$ cat src/rtl/eh2_lsu_trig_sched.sv
// Per-thread LSU trigger-hit scheduler: pair chaining, one OR-merging pending buffer per
// thread and round-robin delivery over valid/ready. Optional feature macro: LSU_TRIG_BYPASS_EN.
module eh2_lsu_trig_sched #(
    parameter int NUM_THREADS = 2
) (
    input  logic                        clk,
    input  logic                        rst,
    input  logic                        lsu_trig_valid_dc4,
    input  logic                        lsu_trig_tid_dc4,
    input  logic [3:0]                  lsu_trigger_match_dc4,
    input  logic [NUM_THREADS-1:0]      lsu_flush_dc4,
    input  logic [NUM_THREADS-1:0][1:0] trig_chain,
    input  logic [NUM_THREADS-1:0][3:0] trig_action,
    input  logic [NUM_THREADS-1:0]      trig_flush,
    input  logic                        trig_hit_ready,
    output logic                        trig_hit_valid,
    output logic                        trig_hit_tid,
    output logic [3:0]                  trig_hit_vec,
    output logic                        trig_hit_halt,
    output logic                        trig_hit_merged,
    output logic [NUM_THREADS-1:0]      trig_pending
);

    typedef enum logic {IDLE, OFFER} state_t;

    state_t state, state_nxt;

    logic                        cap_tid;
    logic [3:0]                  chained_vec;
    logic                        cap_halt;
    logic                        cap;
    logic                        bypass;

    logic [NUM_THREADS-1:0]      pend_valid, pend_valid_nxt;
    logic [NUM_THREADS-1:0]      pend_halt, pend_halt_nxt;
    logic [NUM_THREADS-1:0]      pend_merged, pend_merged_nxt;
    logic [NUM_THREADS-1:0][3:0] pend_vec, pend_vec_nxt;

    logic                        slot_free;
    logic                        grant;
    logic                        gnt_tid;
    logic                        rr, rr_nxt;

    logic                        out_tid_nxt, out_halt_nxt, out_merged_nxt;
    logic [3:0]                  out_vec_nxt;

    assign cap_tid = (NUM_THREADS > 1) ? lsu_trig_tid_dc4 : 1'b0;

    always_comb begin
        chained_vec = lsu_trigger_match_dc4;
        for (int unsigned p = 0; p < 2; p++) begin
            if (trig_chain[cap_tid][p]) begin
                chained_vec[2*p]   = lsu_trigger_match_dc4[2*p] & lsu_trigger_match_dc4[2*p+1];
                chained_vec[2*p+1] = lsu_trigger_match_dc4[2*p] & lsu_trigger_match_dc4[2*p+1];
            end
        end
    end

    assign cap_halt = |(chained_vec & trig_action[cap_tid]);
    assign cap      = lsu_trig_valid_dc4 & ~lsu_flush_dc4[cap_tid] & (|chained_vec);

    assign slot_free = (state == IDLE) | trig_hit_ready;

    always_comb begin
        grant   = 1'b0;
        gnt_tid = 1'b0;
        rr_nxt  = rr;
        if (slot_free) begin
            if ((NUM_THREADS > 1) && (&pend_valid)) begin
                grant   = 1'b1;
                gnt_tid = rr;
                rr_nxt  = ~rr;
            end else if (|pend_valid) begin
                grant   = 1'b1;
                gnt_tid = (NUM_THREADS > 1) ? ~pend_valid[0] : 1'b0;
            end
        end
    end

`ifdef LSU_TRIG_BYPASS_EN
    assign bypass = (state == IDLE) & ~(|pend_valid) & cap;
`else
    assign bypass = 1'b0;
`endif

    // Grant empties the slot before capture looks at it, so a same-cycle capture loads fresh;
    // flush is applied last so it always wins.
    always_comb begin
        pend_valid_nxt  = pend_valid;
        pend_halt_nxt   = pend_halt;
        pend_merged_nxt = pend_merged;
        pend_vec_nxt    = pend_vec;
        for (int unsigned t = 0; t < NUM_THREADS; t++) begin
            if (grant && (gnt_tid == 1'(t)))
                pend_valid_nxt[t] = 1'b0;
            if (cap && !bypass && (cap_tid == 1'(t))) begin
                if (pend_valid_nxt[t]) begin
                    pend_vec_nxt[t]    = pend_vec[t] | chained_vec;
                    pend_halt_nxt[t]   = pend_halt[t] | cap_halt;
                    pend_merged_nxt[t] = 1'b1;
                end else begin
                    pend_vec_nxt[t]    = chained_vec;
                    pend_halt_nxt[t]   = cap_halt;
                    pend_merged_nxt[t] = 1'b0;
                end
                pend_valid_nxt[t] = 1'b1;
            end
            if (trig_flush[t])
                pend_valid_nxt[t] = 1'b0;
        end
    end

    always_comb begin
        state_nxt      = state;
        out_tid_nxt    = trig_hit_tid;
        out_vec_nxt    = trig_hit_vec;
        out_halt_nxt   = trig_hit_halt;
        out_merged_nxt = trig_hit_merged;
        if (grant) begin
            out_tid_nxt    = gnt_tid;
            out_vec_nxt    = pend_vec[gnt_tid];
            out_halt_nxt   = pend_halt[gnt_tid];
            out_merged_nxt = pend_merged[gnt_tid];
        end else if (bypass) begin
            out_tid_nxt    = cap_tid;
            out_vec_nxt    = chained_vec;
            out_halt_nxt   = cap_halt;
            out_merged_nxt = 1'b0;
        end
        case (state)
            IDLE:    if (grant || bypass) state_nxt = OFFER;
            OFFER:   if (trig_hit_ready) state_nxt = grant ? OFFER : IDLE;
            default: state_nxt = IDLE;
        endcase
    end

    always_ff @(posedge clk or posedge rst) begin
        if (rst) begin
            state           <= IDLE;
            rr              <= 1'b0;
            pend_valid      <= '0;
            pend_halt       <= '0;
            pend_merged     <= '0;
            pend_vec        <= '0;
            trig_hit_tid    <= 1'b0;
            trig_hit_vec    <= '0;
            trig_hit_halt   <= 1'b0;
            trig_hit_merged <= 1'b0;
        end else begin
            state           <= state_nxt;
            rr              <= rr_nxt;
            pend_valid      <= pend_valid_nxt;
            pend_halt       <= pend_halt_nxt;
            pend_merged     <= pend_merged_nxt;
            pend_vec        <= pend_vec_nxt;
            trig_hit_tid    <= out_tid_nxt;
            trig_hit_vec    <= out_vec_nxt;
            trig_hit_halt   <= out_halt_nxt;
            trig_hit_merged <= out_merged_nxt;
        end
    end

    assign trig_hit_valid = (state == OFFER);
    assign trig_pending   = pend_valid;

endmodule

$ cat config.mk
export PLATFORM = sky130hd
export DESIGN_NAME = eh2_lsu_trig_sched
export DESIGN_NICKNAME = d
export VERILOG_FILES = /design/src/rtl/eh2_lsu_trig_sched.sv
export SDC_FILE = /design/constraint.sdc
export NUM_CORES = 1
export LEC_CHECK = 0
export CORE_MARGIN = 2
export CORE_UTILIZATION = 46
export DETAILED_ROUTE_END_ITERATION = 8
export PLACE_DENSITY = 0.78
export SYNTH_ARGS = -nofsm -noshare
export SYNTH_HDL_FRONTEND = slang
export SYNTH_SLANG_ARGS = --single-unit
export TNS_END_PERCENT = 30
$ cat constraint.sdc
create_clock -name clk -period 1.9 [get_ports clk]
set_input_delay 0.285 -clock clk [delete_from_list [all_inputs] [get_ports clk]]
set_output_delay 0.285 -clock clk [all_outputs]
set_load 0.03 [all_outputs]
==> results of run 1 <==
[worst min-delay path: stages]
cell	delay [ns]
clkdlybuf4s50_1	0.39
inv_1	0.06
buf_4	0.29
[worst min path at each step]
stage / depth (start not counted) / start / to
after global routing: 3 / rst / pend_halt[1]$_DFFE_PP0P_
after CTS: 3 / rst / trig_hit_vec[2]$_DFFE_PP0P_
final: 3 / rst / trig_hit_vec[2]$_DFFE_PP0P_
after global placement: 1 / trig_hit_tid$_DFFE_PP0P_ / trig_hit_tid$_DFFE_PP0P_
after floorplan: 1 / rst / pend_halt[0]$_DFFE_PP0P_
after detailed placement: 1 / trig_hit_tid$_DFFE_PP0P_ / trig_hit_tid$_DFFE_PP0P_
[kinds of logic (layout without fill, tap and decap cells)]
logic type | after synthesis | after routing
XOR/XNOR | 1 | 1
buffers and inverters | 15 | 66
AND/OR/NAND/NOR | 10 | 10
AO/OA/AOI/OAI | 47 | 47
multiplexers | 8 | 8
flip-flops | 23 | 23
[power groups by stage]
stage               combinational [mW]  clock, mW  sequential [mW]
finish                           0.557      0.217            0.664
global route                     0.601      0.245            0.676
CTS                              0.563      0.223            0.664
detailed placement               0.562          0            0.674
global placement                 0.551          0            0.668
floorplan                        0.200          0            0.782
[synthesized netlist by cell type, drive strengths merged]
| cell type | n | area share (%) |
|---|---|---|
| o21ai | 6 | 2.5 |
| nand2 | 1 | 0.31 |
| a21o | 3 | 1.9 |
| mux2 | 6 | 5.6 |
| o21a | 2 | 1.2 |
| or3 | 1 | 0.52 |
| a211oi | 2 | 2.1 |
| a22o | 2 | 1.5 |
| xnor2 | 1 | 0.73 |
| nand2b | 2 | 1.0 |
| dfrtp | 23 | 48 |
| o211ai | 5 | 4.3 |
| nor2b | 2 | 1.0 |
| a21oi | 3 | 1.2 |
| mux2i | 2 | 3.7 |
| o2bb2ai | 2 | 1.5 |
| buf | 2 | 1.4 |
| a21boi | 1 | 0.62 |
| o22ai | 8 | 4.2 |
| a211o | 1 | 0.73 |
| nand3 | 1 | 0.42 |
| nand4 | 1 | 0.52 |
| a2111oi | 1 | 2.3 |
| nor2 | 1 | 0.31 |
| inv | 12 | 3.7 |
| clkbuf | 1 | 0.31 |
| o31ai | 5 | 3.1 |
| a22oi | 6 | 4.9 |
| nor3b | 1 | 0.62 |
[per-layer routing]
| layer | track usage, % | share of wire, % | up-vias |
|---|---|---|---|
| li1 | - | - | 496 |
| met1 | 21.2 | 43 | 477 |
| met2 | 36.5 | 51 | 39 |
| met3 | 1.88 | 5.0 | 4 |
| met4 | 9.76 | 1.6 | 0 |
| met5 | 0 | 0 | - |
[area by class of cell]
cell class                 count  share of cell area (%)
sequential                    23                    33.7
timing repair buffer          50                    26.9
clock inverter                 1                   0.293
clock buffer                   3                    1.32
inverter                      12                    2.64
multi-input combinational     66                    32.9
tap                           30                    2.20
[registers in the layout (all words and copies together) (netlist names)]
signal           count
pend_vec             8
rr                   1
pend_halt            2
trig_hit_tid         1
trig_hit_merged      1
trig_hit_valid       1
trig_hit_vec         4
trig_pending         2
trig_hit_halt        1
pend_merged          2
[through the flow]
step,instances,cell area [µm²],hold slack [ns]
floorplan,104,1200,0.287
global placement,181,1680,0.459
detailed placement,181,1680,0.469
CTS,185,1710,0.320
global route,185,1710,0.351
finish,185,1710,0.318
==> results by group, run 1 <==
Global routing
  • Vias in the first global route: 921
  • Largest net degree at the start of global routing: 24
  • GR Util All Layers: 19.3%
  • Global-route wire length before repair: 4.06 mm
  • GRT overflow: 0
  • Number of antenna violations at the first check in global routing: 0

Synthesis
  • Area share of fa/ha/maj cells after synthesis: 0%
  • Post-Syn Area per Cell: 11.6 µm²
  • Simple-Gate Fraction of Synth Area: 4.78%
  • Combinational family with the most area after synthesis: compound AO/OA/AOI/OAI gates
  • Mapped Cells: around 100
  • Sequential share of the synthesized area: 47.8%
  • Area fraction in compound gates after synthesis: 31.9%
  • Synthesized flop and latch total: 23
  • Post-synth net total: 129
  • Mux share of post-synthesis cell area: 9.36%
  • YS warnings: 0
  • Yosys cell types: 33
  • Post-Synth XOR/XNOR Area: 0.728%
  • Mapped Area: roughly 1200 µm²

Power
  • Switch share: 33.8%
  • Sequential power share: 46.2%
  • Peak supply drop: approximately 0.00067 V
  • NetSw: 0.486 mW
  • Static leakage: 0.744 nW
  • Combinational power share: 38.7%
  • Clock share of power: 15.1%
  • Total Power: 1.44 mW
  • P_int: 0.952 mW
  • Power Dens Cells: 842 nW/µm²

Worst setup path
  • Worst setup path endpoint: pend_vec[1]$_DFFE_PP0P_
  • Arrival time worst endpoint: 1.98 ns
  • Crit-path slowest cell: clkdlybuf4s50_1
  • Slowest cell delay on critical path: 0.64 ns
  • CP required: 2.08 ns
  • Reg2reg path depth: 4
  • CP Launch Type: input pin
  • WP buf/inv: 1
  • FF-to-FF End: pend_vec[1]$_DFFE_PP0P_
  • Crit path depth: 5
  • Crit-path cells: clkdlybuf4s50_1 > mux2i_4 > a22oi_4 > a2111oi_4 > o22ai_1
  • Flop-to-flop setup slack: between 0.3 and 0.4 ns
  • Critical path fanouts, max: 6
  • Worst setup path startpoint: lsu_trig_tid_dc4
  • Crit path max-delay family: compound AO/OA/AOI/OAI gates
  • WS Path Type: in2reg
  • Worst Setup End Kind: flop
  • R2R Path Start: trig_pending[1]$_DFF_PP0_

Finish
  • Footprint of the multi-input gates: between 500 and 600 µm²
  • Layout net count: 181
  • Most frequent cells in the layout: 34 x clkdlybuf4s50_1, 23 x dfrtp_1, 16 x buf_4
  • Share of cells above drive strength 1: roughly 20%
  • Number of diodes: 0
  • Post-layout util: 69.0%
  • Area grow syn2layout: 42.0%
  • Filler Cells Inserted: 187
  • Commonest non-fill, non-tap cell in the layout: clkdlybuf4s50_1
  • Register Area: approximately 580 µm²

Timing
  • Fmax achieved: 553 MHz
  • Final worst-path cycle share: between 90 and 100%
  • Final setup margin: ~0.092 ns
  • Count of final setup violators: 0
  • Tmin final: 1.81 ns
  • Worst slew pin tran: about 0.58 ns
  • Max Clock Skew: 0.00136 ns
  • Final Max Tran Viols: 0
  • Setup TNS: 0 ns
  • Slew headroom: 61.3%
  • RSZ-0062 raised after global routing: no
  • Hold violation count in the final report: 0

Placed design
  • Hpwl dp: 2.15 mm
  • Place WS: -0.252 ns
  • Count of input and output buffers: 34
  • RD Place Congestion: around 0.76

Clock tree
  • Worst-Skew Late Latency: 0.30 ns
  • Clock Sinks: 23
  • # resized after CTS: 0
  • CTS tree: built
  • Clock transition at path regs: roughly 0.12 ns
  • TritonCTS Buffers: 3
  • Max Root-Sink Buffers: 2
  • Post-CTS Hold Fix Bufs: 0
  • Root Driver: clkbuf_4
  • CTS H-Tree Depth: 1
  • Post-CTS setup buffer count: 0

Floorplan
  • Die Width: ~55 µm
  • Die area: slightly above 3000 µm²
  • Starting density of the core: 48.6%
  • Site Rows: 18
  • Core box area: approximately 2500 µm²
  • Die height: between 50 and 60 µm
  • I/O pin count: 35

Drt
  • Routed length per instance: 14.4 µm
  • DRC viols: 0
  • WL final: 2.66 mm
  • Final ANT Viol Nets: 0
  • Vias: 1016
  • Drt pass-1 iters: 4
  • 1st-iter DRT viols: 12
  • Via density: 5.49

Status
  • Status: completed

Min path
  • Min-delay worst type: in2async

Run
  • MaxCap Viol Count: 0
(Power assumes the default switching activity.)
==> run 2: changes to the inputs <==
CORE_UTILIZATION = 42   (was 46)
PLACE_DENSITY = 0.75   (was 0.78)
clock period = 1.5 ns   (was 1.9 ns; I/O delays follow)
==> run 2 against run 1 <==
Compared with the run above: cell area up 1.6%; via count increased by 2.6%; combinational power is 20% higher; worst setup slack lost 0.061 ns; power rose by 24%; sequential share of layout area is 0.53 points lower; clock power grew 27%; cell count rose by 2.7%; worst hold slack got worse by 0.073 ns; first-iteration DRC count rose to 2.5 times the previous value; die area up 8.8%; non-clock buffer count is 4 higher; largest power group unchanged.
==> results by group, run 2 (synthesis gave the netlist of run 1 again) <==
Floorplan
  • Die height: ~58 µm
  • Die Width: 57.5 µm
  • Die area: around 3300 µm²
  • Starting density of the core: 44.0%
  • I/O pin count: 35
  • Site Rows: 19
  • Core box area: 2730 µm²

Power
  • Static leakage: 0.802 nW
  • Sequential power share: 46.9%
  • P_int: between 1 and 1.5 mW
  • Peak supply drop: between 0.0007 and 0.0008 V
  • Clock share of power: 15.6%
  • Power Dens Cells: around 1000 nW/µm²
  • NetSw: 0.617 mW
  • Combinational power share: a little under two fifths
  • Switch share: 34.7%
  • Total Power: 1.78 mW

Global routing
  • GR Util All Layers: between 10% and 20%
  • Vias in the first global route: a little over 1k
  • Number of antenna violations at the first check in global routing: 0
  • Global-route wire length before repair: 4.42 mm
  • GRT overflow: 0
  • Largest net degree at the start of global routing: 24

Timing
  • Hold WS: approximately 0.24 ns
  • Max Clock Skew: 0.00286 ns
  • Tmin final: 1.47 ns
  • Fmax achieved: 681 MHz
  • RSZ-0062 raised after global routing: no
  • Hold violation count in the final report: 0
  • Final worst-path cycle share: 97.9%
  • Worst slew pin tran: between 0.4 and 0.5 ns
  • Setup TNS: 0 ns
  • Slew headroom: just over 70%
  • Count of final setup violators: 0
  • Final Max Tran Viols: 0

Worst setup path
  • Crit path max-delay family: multiplexers
  • Crit-path slowest cell: clkdlybuf4s50_1
  • Worst Setup End Kind: flop
  • R2R Path Start: trig_pending[1]$_DFF_PP0_
  • Slowest cell delay on critical path: ~0.44 ns
  • Critical path fanouts, max: 6
  • Crit path depth: 5
  • CP required: between 1.5 and 2 ns
  • Worst setup path startpoint: trig_chain[1]
  • Crit-path cells: clkdlybuf4s50_1 > mux2i_4 > o211ai_4 > a211oi_2 > mux2_4
  • Reg2reg path depth: 5
  • FF-to-FF End: trig_hit_merged$_DFFE_PP0P_
  • Arrival time worst endpoint: 1.67 ns
  • Flop-to-flop setup slack: 0.13 ns
  • Worst setup path endpoint: pend_merged[0]$_DFFE_PP0P_
  • WS Path Type: in2reg
  • WP buf/inv: 1
  • CP Launch Type: input pin

Drt
  • DRC viols: 0
  • Drt pass-1 iters: 4
  • 1st-iter DRT viols: 30
  • Vias: 1042
  • Routed length per instance: 14.2 µm
  • Final ANT Viol Nets: 0
  • WL final: 2.70 mm
  • Via density: 5.48

Finish
  • Area grow syn2layout: 44.3%
  • Number of diodes: 0
  • Most flops, register: pend_vec
  • Layout net count: 185
  • Commonest non-fill, non-tap cell in the layout: dfrtp_1
  • Most frequent cells in the layout: 23 x dfrtp_1, 21 x clkdlybuf4s50_1, 19 x buf_4
  • Largest registers: pend_vec: 8 flops, trig_hit_vec: 4 flops
  • Max FFs per register: 8
  • Design area: 1740 µm²
  • Share of cells above drive strength 1: 23.3%

Clock tree
  • CTS tree: built
  • CTS H-Tree Depth: 1
  • TritonCTS Buffers: 3
  • Clock transition at path regs: 0.12 ns
  • Worst-Skew Late Latency: 0.30 ns
  • Max Root-Sink Buffers: 2
  • Clock Sinks: 23
  • Root Driver: clkbuf_4
  • Post-CTS Hold Fix Bufs: 0

Status
  • Status: completed

Placed design
  • Post-DP Area: 1700 µm²
  • RD Place Congestion: 0.767
  • Count of input and output buffers: 34
  • Hpwl dp: 2.13 mm

Min path
  • Min-delay worst type: in2async

Run
  • MaxCap Viol Count: 0
-- run 2: cell count changes in the layout (fill, tap and decap cells not counted), sizes merged --
cell / change
buf: +4
clkdlybuf4s50: -13
dlygate4sd2: +13
-- run 2: worst min-delay path, cell delays in order --
cell and delay, ns:
clkdlybuf4s50_1 0.40, inv_1 0.05, buf_4 0.28
-- run 2: how the worst min path moves through the flow --
stage / from / end / slack, ns / depth (start not counted)
CTS: rst / trig_hit_vec[2]$_DFFE_PP0P_ / 0.25 / 3
global route: rst / trig_hit_valid$_DFF_PP0_ / 0.27 / 3
floorplan: rst / pend_halt[0]$_DFFE_PP0P_ / 0.23 / 1
global placement: trig_hit_tid$_DFFE_PP0P_ / trig_hit_tid$_DFFE_PP0P_ / 0.46 / 1
finish: rst / trig_hit_valid$_DFF_PP0_ / 0.24 / 3
detailed placement: pend_merged[1]$_DFFE_PP0P_ / pend_merged[1]$_DFFE_PP0P_ / 0.48 / 1
-- run 2: what timing repair did --
action	in CTS	in global routing
setup endpoints to repair	23	3
resized for setup	16	0
setup buffers	2	0
pin swaps	6	1
-- run 2: cell type report --
| class | count | area (µm²) |
|---|---|---|
| Multi-Input combinational cell | 66 | 572 |
| Timing Repair Buffer | 54 | 478 |
| Clock inverter | 1 | 5.00 |
| Inverter | 12 | 45.0 |
| Sequential cell | 23 | 576 |
| Clock buffer | 3 | 22.5 |
| Fill cell | 239 | 997 |
| Tap cell | 31 | 38.8 |
-- run 2: power groups by stage --
| stage | sequential [mW] | combinational [mW] | clock [mW] |
|---|---|---|---|
| after detailed placement | 0.850 | 0.721 | 0 |
| after global placement | 0.844 | 0.704 | 0 |
| after global routing | 0.850 | 0.720 | 0.315 |
| after floorplan | 0.991 | 0.255 | 0 |
| final | 0.834 | 0.667 | 0.276 |
| after CTS | 0.836 | 0.674 | 0.284 |
-- run 2: stage by stage --
stage | cells | utilization [%] | setup WS [ns]
6_report | 190 | 63.5 | 0.0315
3_5_place_dp | 184 | 62.3 | -0.531
3_3_place_gp | 184 | 62.3 | -0.477
5_1_grt | 190 | 63.5 | 0.00189
2_1_floorplan | 104 | - | 0.00888
4_1_cts | 190 | 63.5 | 0.0400
-- run 2: routing by layer --
metal,GRT usage (%),vias up,share of wire (%)
met5,0,-,0
met4,9.30,0,1.6
met3,1.59,4,4.3
met2,31.2,32,53
met1,20.2,502,41
li1,-,504,-
